==> config.mk <==
export PLATFORM = sky130hd
export DESIGN_NAME = vector_ex_mem_buffer_flat
export DESIGN_NICKNAME = d
export VERILOG_FILES = /design/src/rtl/vector_ex_mem_buffer_if.sv /design/src/rtl/vector_ex_mem_buffer.sv /design/src/flat_wrapper.sv
export SDC_FILE = /design/constraint.sdc
export NUM_CORES = 1
export LEC_CHECK = 0
export BUFFER_PORTS_ARGS = -buffer_cell sky130_fd_sc_hd__buf_4
export CORE_MARGIN = 2
export CORE_UTILIZATION = 54
export DETAILED_ROUTE_END_ITERATION = 7
export PLACE_DENSITY = 0.81
export RECOVER_POWER = 25
export SLEW_MARGIN = 30
export SYNTH_ARGS = -nofsm -noshare
export SYNTH_HDL_FRONTEND = slang
export SYNTH_SLANG_ARGS = --single-unit
==> constraint.sdc <==
create_clock -name clk -period 2 [get_ports clk]
set_input_delay 0.3 -clock clk [delete_from_list [all_inputs] [get_ports clk]]
set_output_delay 0.3 -clock clk [all_outputs]
set_load 0.01 [all_outputs]
==> src/rtl/vector_ex_mem_buffer_if.sv <==
`default_nettype none
// ============================================================================
// Module   : vector_ex_mem_buffer_if
// Purpose  : Bundles the signals between the execute stage, the EX/MEM buffer
//            and the memory stage.
// Ports    : execute side - flush, in_valid, in_ready, alu_result, store_data,
//                           rd, reg_write, mem_write, mem_read
//            memory side  - out_valid, out_ready, out_result, out_store_data,
//                           out_rd, out_reg_write, out_mem_write, out_mem_read,
//                           out_zero_mask
//            status       - occupancy, retired_count
// Modports : slave  - the buffer itself
//            master - the environment driving and consuming the buffer
// Revision : 1.0 - initial release
// ============================================================================
interface vector_ex_mem_buffer_if #(
    parameter int DATA_WIDTH     = 8,
    parameter int LANES          = 6,
    parameter int REG_ADDR_WIDTH = 4
);
    logic                        flush;
    logic                        in_valid;
    logic                        in_ready;
    logic [DATA_WIDTH*LANES-1:0] alu_result;
    logic [DATA_WIDTH*LANES-1:0] store_data;
    logic [REG_ADDR_WIDTH-1:0]   rd;
    logic                        reg_write;
    logic                        mem_write;
    logic                        mem_read;
    logic                        out_valid;
    logic                        out_ready;
    logic [DATA_WIDTH*LANES-1:0] out_result;
    logic [DATA_WIDTH*LANES-1:0] out_store_data;
    logic [REG_ADDR_WIDTH-1:0]   out_rd;
    logic                        out_reg_write;
    logic                        out_mem_write;
    logic                        out_mem_read;
    logic [LANES-1:0]            out_zero_mask;
    logic [1:0]                  occupancy;
    logic [15:0]                 retired_count;

    modport slave (
        input  flush, in_valid, alu_result, store_data, rd,
               reg_write, mem_write, mem_read, out_ready,
        output in_ready, out_valid, out_result, out_store_data, out_rd,
               out_reg_write, out_mem_write, out_mem_read, out_zero_mask,
               occupancy, retired_count
    );

    modport master (
        output flush, in_valid, alu_result, store_data, rd,
               reg_write, mem_write, mem_read, out_ready,
        input  in_ready, out_valid, out_result, out_store_data, out_rd,
               out_reg_write, out_mem_write, out_mem_read, out_zero_mask,
               occupancy, retired_count
    );
endinterface
`default_nettype wire

==> src/rtl/vector_ex_mem_buffer.sv <==
`default_nettype none
// ============================================================================
// Module   : vector_ex_mem_buffer
// Purpose  : EX/MEM pipeline buffer behind the vector ALU. A 2-entry
//            ready/valid skid FIFO holding the packed result, store data,
//            destination, memory control bits and a per-lane zero mask.
// Ports    : clk  - clock, all state updates on rising edge
//            rst  - synchronous, active-low reset
//            bus  - vector_ex_mem_buffer_if.slave (handshake, data, status)
// Revision : 1.0 - initial release
// ============================================================================
module vector_ex_mem_buffer #(
    parameter int DATA_WIDTH     = 8,
    parameter int LANES          = 6,
    parameter int REG_ADDR_WIDTH = 4
) (
    input  wire logic                   clk,
    input  wire logic                   rst,
    vector_ex_mem_buffer_if.slave       bus
);
    localparam int c_VEC_W = DATA_WIDTH * LANES;

    // Entry storage, indexed by the 1-bit head/tail pointers
    logic [1:0][c_VEC_W-1:0]        r_result;
    logic [1:0][c_VEC_W-1:0]        r_storeData;
    logic [1:0][REG_ADDR_WIDTH-1:0] r_rd;
    logic [1:0]                     r_regWrite;
    logic [1:0]                     r_memWrite;
    logic [1:0]                     r_memRead;
    logic [1:0][LANES-1:0]          r_zeroMask;

    logic                           r_head;
    logic                           r_tail;
    logic [1:0]                     r_count;
    logic [15:0]                    r_retired;

    logic [LANES-1:0]               w_zeroMask;
    logic                           w_inReady;
    logic                           w_outValid;
    logic                           w_push;
    logic                           w_pop;

    // Zero detection happens on the incoming result so the memory stage
    // sees a ready-made registered mask.
    for (genvar gi = 0; gi < LANES; gi++) begin : g_lane_zero
        assign w_zeroMask[gi] = (bus.alu_result[gi*DATA_WIDTH +: DATA_WIDTH] == '0);
    end

    // in_ready depends only on registered occupancy (and reset), never on
    // out_ready, so memory-stage stalls do not ripple back combinationally.
    assign w_inReady  = rst & (r_count != 2'd2);
    assign w_outValid = (r_count != 2'd0);
    assign w_push     = bus.in_valid & w_inReady & ~bus.flush;
    assign w_pop      = w_outValid & bus.out_ready & ~bus.flush;

    always_ff @(posedge clk) begin
        if (!rst) begin
            r_result    <= '0;
            r_storeData <= '0;
            r_rd        <= '0;
            r_regWrite  <= '0;
            r_memWrite  <= '0;
            r_memRead   <= '0;
            r_zeroMask  <= '0;
            r_head      <= 1'b0;
            r_tail      <= 1'b0;
            r_count     <= 2'd0;
            r_retired   <= 16'd0;
        end else if (bus.flush) begin
            // Entry payloads are left in place; output gating hides them.
            r_head  <= 1'b0;
            r_tail  <= 1'b0;
            r_count <= 2'd0;
        end else begin
            if (w_push) begin
                r_result[r_tail]    <= bus.alu_result;
                r_storeData[r_tail] <= bus.store_data;
                r_rd[r_tail]        <= bus.rd;
                r_regWrite[r_tail]  <= bus.reg_write;
                r_memWrite[r_tail]  <= bus.mem_write;
                r_memRead[r_tail]   <= bus.mem_read;
                r_zeroMask[r_tail]  <= w_zeroMask;
                r_tail              <= ~r_tail;
            end
            if (w_pop) begin
                r_head    <= ~r_head;
                r_retired <= r_retired + 16'd1;
            end
            r_count <= r_count + {1'b0, w_push} - {1'b0, w_pop};
        end
    end

    // Every head field is forced to zero while no entry is valid, so stale
    // payload can never show up as a phantom register or memory write.
    assign bus.in_ready       = w_inReady;
    assign bus.out_valid      = w_outValid;
    assign bus.out_result     = w_outValid ? r_result[r_head]    : '0;
    assign bus.out_store_data = w_outValid ? r_storeData[r_head] : '0;
    assign bus.out_rd         = w_outValid ? r_rd[r_head]        : '0;
    assign bus.out_reg_write  = w_outValid & r_regWrite[r_head];
    assign bus.out_mem_write  = w_outValid & r_memWrite[r_head];
    assign bus.out_mem_read   = w_outValid & r_memRead[r_head];
    assign bus.out_zero_mask  = w_outValid ? r_zeroMask[r_head]  : '0;
    assign bus.occupancy      = r_count;
    assign bus.retired_count  = r_retired;
endmodule
`default_nettype wire

==> src/flat_wrapper.sv <==
// flat-port wrapper written by rule: the top's interface ports become plain ports
module vector_ex_mem_buffer_flat 
#(
    parameter int DATA_WIDTH     = 8,
    parameter int LANES          = 6,
    parameter int REG_ADDR_WIDTH = 4
)
  (clk, rst, bus_flush, bus_in_valid, bus_alu_result, bus_store_data, bus_rd, bus_reg_write, bus_mem_write, bus_mem_read, bus_out_ready, bus_in_ready, bus_out_valid, bus_out_result, bus_out_store_data, bus_out_rd, bus_out_reg_write, bus_out_mem_write, bus_out_mem_read, bus_out_zero_mask, bus_occupancy, bus_retired_count);
  vector_ex_mem_buffer_if #(.DATA_WIDTH(DATA_WIDTH), .LANES(LANES), .REG_ADDR_WIDTH(REG_ADDR_WIDTH)) bus_i ();
  input  wire logic clk;
  input  wire logic rst;
  input wire logic [$bits(bus_i.flush)-1:0] bus_flush;
  input wire logic [$bits(bus_i.in_valid)-1:0] bus_in_valid;
  input wire logic [$bits(bus_i.alu_result)-1:0] bus_alu_result;
  input wire logic [$bits(bus_i.store_data)-1:0] bus_store_data;
  input wire logic [$bits(bus_i.rd)-1:0] bus_rd;
  input wire logic [$bits(bus_i.reg_write)-1:0] bus_reg_write;
  input wire logic [$bits(bus_i.mem_write)-1:0] bus_mem_write;
  input wire logic [$bits(bus_i.mem_read)-1:0] bus_mem_read;
  input wire logic [$bits(bus_i.out_ready)-1:0] bus_out_ready;
  output wire logic [$bits(bus_i.in_ready)-1:0] bus_in_ready;
  output wire logic [$bits(bus_i.out_valid)-1:0] bus_out_valid;
  output wire logic [$bits(bus_i.out_result)-1:0] bus_out_result;
  output wire logic [$bits(bus_i.out_store_data)-1:0] bus_out_store_data;
  output wire logic [$bits(bus_i.out_rd)-1:0] bus_out_rd;
  output wire logic [$bits(bus_i.out_reg_write)-1:0] bus_out_reg_write;
  output wire logic [$bits(bus_i.out_mem_write)-1:0] bus_out_mem_write;
  output wire logic [$bits(bus_i.out_mem_read)-1:0] bus_out_mem_read;
  output wire logic [$bits(bus_i.out_zero_mask)-1:0] bus_out_zero_mask;
  output wire logic [$bits(bus_i.occupancy)-1:0] bus_occupancy;
  output wire logic [$bits(bus_i.retired_count)-1:0] bus_retired_count;
  assign bus_i.flush = bus_flush;
  assign bus_i.in_valid = bus_in_valid;
  assign bus_i.alu_result = bus_alu_result;
  assign bus_i.store_data = bus_store_data;
  assign bus_i.rd = bus_rd;
  assign bus_i.reg_write = bus_reg_write;
  assign bus_i.mem_write = bus_mem_write;
  assign bus_i.mem_read = bus_mem_read;
  assign bus_i.out_ready = bus_out_ready;
  assign bus_in_ready = bus_i.in_ready;
  assign bus_out_valid = bus_i.out_valid;
  assign bus_out_result = bus_i.out_result;
  assign bus_out_store_data = bus_i.out_store_data;
  assign bus_out_rd = bus_i.out_rd;
  assign bus_out_reg_write = bus_i.out_reg_write;
  assign bus_out_mem_write = bus_i.out_mem_write;
  assign bus_out_mem_read = bus_i.out_mem_read;
  assign bus_out_zero_mask = bus_i.out_zero_mask;
  assign bus_occupancy = bus_i.occupancy;
  assign bus_retired_count = bus_i.retired_count;
  vector_ex_mem_buffer #(.DATA_WIDTH(DATA_WIDTH), .LANES(LANES), .REG_ADDR_WIDTH(REG_ADDR_WIDTH)) u_core (.clk(clk), .rst(rst), .bus(bus_i));
endmodule
Yosys cells after proc, flatten, opt, wreduce, memory -nomap -nowiden
Index checks and enable logic that the tools add are counted.
{"block": "classes", "bitwise_logic": 12, "eq_ne": 1, "add_sub_neg": 3, "reduce_logical": 11, "mux": 33, "magnitude_cmp": 3}
{"op": "2-to-1 mux 48 bit", "count": 7}
{"op": "bitwise mux 96 bit", "count": 2}
{"op": "demux 48 bit (select 1 bit)", "count": 1}
{"op": "logical NOT 8 bit", "count": 6}
{"op": "2-to-1 mux 6 bit", "count": 4}
{"op": "adder 16 x 1 -> 16 bit (second input constant)", "count": 1}
{"op": "2-to-1 mux 4 bit", "count": 4}
{"op": "bitwise mux 12 bit", "count": 1}
{"op": "AND 1 bit", "count": 8}
{"op": "bitwise mux 8 bit", "count": 1}
{"op": "2-to-1 mux 1 bit", "count": 7}
{"op": "bitwise mux 2 bit", "count": 3}
{"op": "demux 6 bit (select 1 bit)", "count": 1}
{"op": "demux 4 bit (select 1 bit)", "count": 1}
{"op": "less-than comparator 1 x 2 -> 1 bit (second input constant)", "count": 2}
{"op": "inverter 1 bit", "count": 4}
{"op": "AND reduction 2 bit", "count": 2}
{"op": "adder 2 x 1 -> 2 bit", "count": 1}
{"op": "inequality test 2 bit (second input constant)", "count": 1}
{"op": "nonzero test 2 bit", "count": 1}
{"op": "OR reduction 2 bit", "count": 1}
{"op": "subtractor 2 x 1 -> 2 bit", "count": 1}
{"op": "demux 1 bit (select 1 bit)", "count": 1}
{"op": "greater-or-equal comparator 1 bit (second input constant)", "count": 1}
{"op": "logical AND 1 bit", "count": 1}
{"block": "word_totals", "out_inout_bits": 129, "input_bits": 108, "register_bits": 238, "wordCells": 78}

Logic depth before layout (Yosys ltp)
{"block": "logic_depth", "depth_word": 6, "mapped_depth": 8, "mapped_depth_nobuf": 8}

Worst setup path before layout
Ideal clock, no wire load.
{"block": "synth_path", "path_kind": "reg2reg", "startpoint": "reg u_core.r_count[1] (netlist: u_core.bus.occupancy[1])", "endpoint": "reg u_core.r_retired[7] (netlist: u_core.bus.retired_count[7])", "stages_incl_launch_ff": 6, "setup_slack_ns": 0.245, "setup_ns": 0.070, "t_required_ns": 1.930, "path_buffers": 1, "t_arrival_ns": 1.685, "period_less_slack_ns": 1.755, "path_cell_list": "dfxtp_1 -> o21ai_2 -> or3_1 -> clkbuf_2 -> or4_1 -> a21oi_1"}
{"block": "synth_between", "elab_chain_len": 4}
{"element": "from (decl)", "line": "vector_ex_mem_buffer.sv:34", "source": "logic [1:0] r_count;"}
{"element": "from (signal assigned)", "line": "vector_ex_mem_buffer.sv:89", "source": "r_count <= r_count + {1'b0, w_push} - {1'b0, w_pop};"}
{"element": "nonzero test 2 bit", "line": "vector_ex_mem_buffer.sv:52", "source": "assign w_outValid = (r_count != 2'd0);"}
{"element": "AND 1 bit (2 in series)", "line": "vector_ex_mem_buffer.sv:54", "source": "assign w_pop = w_outValid & bus.out_ready & ~bus.flush;"}
{"element": "AND reduction 2 bit (no line)"}
{"element": "to (signal assigned)", "line": "vector_ex_mem_buffer.sv:87", "source": "r_retired <= r_retired + 16'd1;"}
{"element": "to (decl)", "line": "vector_ex_mem_buffer.sv:35", "source": "logic [15:0] r_retired;"}
No other way between the ends.
A chain may end at the register's enable or synchronous reset.

Final worst setup path
{"block": "layout_path", "startpoint": "reg u_core.r_count[0] (netlist: u_core.bus.occupancy[0])", "endpoint": "out bus_out_zero_mask[5]"}
{"block": "layout_between", "elab_chain_len": 2}
{"element": "nonzero test 2 bit", "line": "vector_ex_mem_buffer.sv:52"}
{"element": "2-to-1 mux 6 bit", "line": "vector_ex_mem_buffer.sv:103", "source": "assign bus.out_zero_mask = w_outValid ? r_zeroMask[r_head] : '0;"}
{"element": "to (decl)", "line": "flat_wrapper.sv:29", "source": "output wire logic [$bits(bus_i.out_zero_mask)-1:0] bus_out_zero_mask;"}
No other way between the ends.

==> flow_summary.yaml <==
pwr:
  vdd_ir_drop_max_uv: 615.8
  finalPower_mw: 10.21
  power_per_cell_area_nw_per_um2: 793.0
  power.static_leakage_nw: 4.484
drt:
  vias: 9673
  drc_markers: 0
  ant_nets: 0
  vias_per_cell: 5.502
  initialDrtViolationCount: 601
  detail_route.wl_per_cell_um: 15.70
  drt_pre_antenna_iters: 5
  wirelength_um: 27590
timing:
  timing.final.hold_violations: 0
  unrepaired_setup_endpoints_after_global_routing: "yes"
  skew_ns: 0.007796
  setup_viol: 0
  finalCriticalPeriod_ns: 1.999
  clock.fmax_mhz: 500.2
  maxSlewViolCount: 0
  worst-slew-pin-transition_ns: 0.4877
  max-slew-margin-rel: 0.6749
  post-route-period-util: 0.9996
synthesis:
  largest_area_contributor_in_the_synthesized_netlist: "sky130_fd_sc_hd__dfxtp_1"
  async_reset_ff_frac: 0
  number_of_synthesized_flops_with_an_enable_pin: 0
  synth_flop_cell: "sky130_fd_sc_hd__dfxtp_1"
  netlist_instances: 1326
  syn_avg_cell_area_um2: 7.618
  synth_cell_types: 34
  postSynthRegisterBits: 238
  post_synth_main_area_contributors: "sky130_fd_sc_hd__dfxtp_1, sky130_fd_sc_hd__nand2_1, sky130_fd_sc_hd__a21oi_1"
  share_of_the_synthesized_area_in_the_top_cell_type: 0.4717
  synth_seq_area_share: 0.4717
  syn-num-nets: 1437
  synth.top_cells.by_count: "sky130_fd_sc_hd__nand2_1, sky130_fd_sc_hd__dfxtp_1, sky130_fd_sc_hd__a21oi_1"
  yosys_warnings: 0
  synthMostInstantiatedCell: "sky130_fd_sc_hd__nand2_1"
  netlist_area_um2: 10100
outcome:
  run_status: "finished clean"
die:
  number_of_standard_cell_rows_in_the_floorplan: 50
  core_region_area_um2: 18520
  ioPinCount: 237
  dieArea_um2: 19810
  floorplan.initialDensity: 0.5455
  chipHeight_um: 140.8
  die-width_um: 140.8
job:
  max-cap-violations: 0
placed_design:
  place.detailed.hpwl_um: 17080
  gp_routability_congestion: 0.8020
  postPlaceCellArea_um2: 12110
  io_buffers: 236
global_route:
  grt_pass1_wl_um: 43730
  grt_resource_usage_total: 0.2627
  pin_count_of_the_biggest_net_entering_global_routing: 95
  remaining_global_route_overflow: 0
  grt_antenna_before_repair: 0
  first_global_vias: 9153
worst_setup_path:
  worstPathMaxFanout: 73
  endpoint_kind: "output pin"
  crit_required_ns: 1.70
  arrival_ns: 1.70
  critPathKind: "reg2out"
  crit_path_start_kind: "flip-flop"
layout:
  area_growth_pct: 27.40
  n_fill_cell: 1502
  final_design_area_excluding_fillers_um2: 12870
  drive_gt1_frac: 0.1864
  finalNetCount: 1622
  insertedDiodeCount: 0
clock_network:
  cts_max_path_buffers: 3
  ctsHtreeMaxLevel: 1
  cts.clk_slew.worst_paths_ns: 0.06
  cts_made_buffers: 24
  cts_sinks: 238
  clock_latency_ns: 0.51
  cts_root_buf: "sky130_fd_sc_hd__clkbuf_16"
  tritoncts: "built"
  postCtsHoldBufs: 0
hold_path:
  hold_class: "in2reg"
## layer usage
| metal | wire [µm] | vias to the layer above | GRT usage | share of wire |
|---|---|---|---|---|
| met3 | 1880 | 54 | 0.03940 | 0.068 |
| met5 | 0 | - | 0 | 0 |
| met4 | 778 | 0 | 0.09211 | 0.028 |
| met2 | 13560 | 361 | 0.4647 | 0.49 |
| met1 | 11370 | 4540 | 0.3272 | 0.41 |
| li1 | - | 4718 | - | - |
## cell usage in the layout, fill, tap and decap left out, types with 6 or more instances in the layout
| master | count |
|---|---|
| sky130_fd_sc_hd__nand3_1 | 6 |
| sky130_fd_sc_hd__mux2i_1 | 111 |
| sky130_fd_sc_hd__clkbuf_8 | 6 |
| sky130_fd_sc_hd__or4_1 | 15 |
| sky130_fd_sc_hd__dfxtp_1 | 235 |
| sky130_fd_sc_hd__a21oi_1 | 225 |
| sky130_fd_sc_hd__buf_12 | 11 |
| sky130_fd_sc_hd__nand4_1 | 7 |
| sky130_fd_sc_hd__clkbuf_1 | 23 |
| sky130_fd_sc_hd__nor2_1 | 126 |
| sky130_fd_sc_hd__xnor2_1 | 7 |
| sky130_fd_sc_hd__nand2_1 | 447 |
| sky130_fd_sc_hd__buf_4 | 225 |
| sky130_fd_sc_hd__clkbuf_16 | 25 |
## what timing repair did
action                                  CTS  global route
gates resized for setup                   4             2
endpoints found under the setup margin   65            75
setup buffers                             0             0
## worst paths after layout
path	start	end	slack (ns)	depth (start not counted)
hold reg to reg	u_core.r_storeData[35]	u_core.r_storeData[35]	0.45	2
setup reg to reg	u_core.bus.occupancy[1]	u_core.r_storeData[6]	0.19	5
setup / recovery	u_core.bus.occupancy[0]	bus_out_zero_mask[5]	0.0009	4
hold / removal	bus_store_data[47]	u_core.r_storeData[95]	0.04	3
## power by group
group	leakage [nW]	switching (mW)	internal [mW]	total [mW]
Sequential	1.93	0.0472	4.83	4.87
Clock	0.402	1.81	2.87	4.68
Combinational	2.16	0.373	0.278	0.651
Total	4.48	2.23	7.97	10.2
## worst max-delay path: stages (launching register included)
cell and delay, ns:
sky130_fd_sc_hd__dfxtp_4 0.37, sky130_fd_sc_hd__nor2_4 0.15, sky130_fd_sc_hd__buf_12 0.34, sky130_fd_sc_hd__nor2_1 0.15, sky130_fd_sc_hd__buf_4 0.17
## cell type report
| type | instances | area [µm²] | area share |
|---|---|---|---|
| clock buffers | 35 | 723.2 | 0.05620 |
| clock inverters | 4 | 98.84 | 0.007681 |
| multi-input cells | 983 | 4943 | 0.3842 |
| repair buffers | 259 | 2013 | 0.1564 |
| flip-flops and latches | 238 | 4773 | 0.3709 |
| well taps | 234 | 292.8 | 0.02275 |
| inverters | 5 | 23.77 | 0.001847 |
## sequential cells by signal, indices dropped and copies added (netlist names)
register,cells
u_core.r_storeData,96
u_core.r_head,1
u_core.r_regWrite,2
u_core.r_memWrite,2
u_core.r_memRead,2
u_core.r_zeroMask,12
u_core.r_tail,1
u_core.r_result,96
u_core.r_rd,8
u_core.bus.retired_count,16
u_core.bus.occupancy,2
## cell families after synthesis
logic type                 synth area share
AOI/OAI and AO/OA                    0.1185
muxes                                0.1110
and+or+nand+nor                      0.2458
xor gates and xnor gates           0.008671
adders and majority gates          0.003716
buffers and inverters               0.04063
DFF                                  0.4717
## through the flow
step	hold slack [ns]	cells	worst slack, ns	util	TNS, ns
floorplan	0.4357	1326	0.2450	-	0
global placement	0.4403	1719	0.2106	0.6538	0
detailed placement	0.4456	1719	0.1382	0.6538	0
CTS	0.02800	1758	-0.03307	0.6987	-0.04248
global route	0.03972	1758	-0.05860	0.6949	-1.444
finish	0.04240	1758	0.0008810	0.6949	0
(Power assumes the default switching activity.)
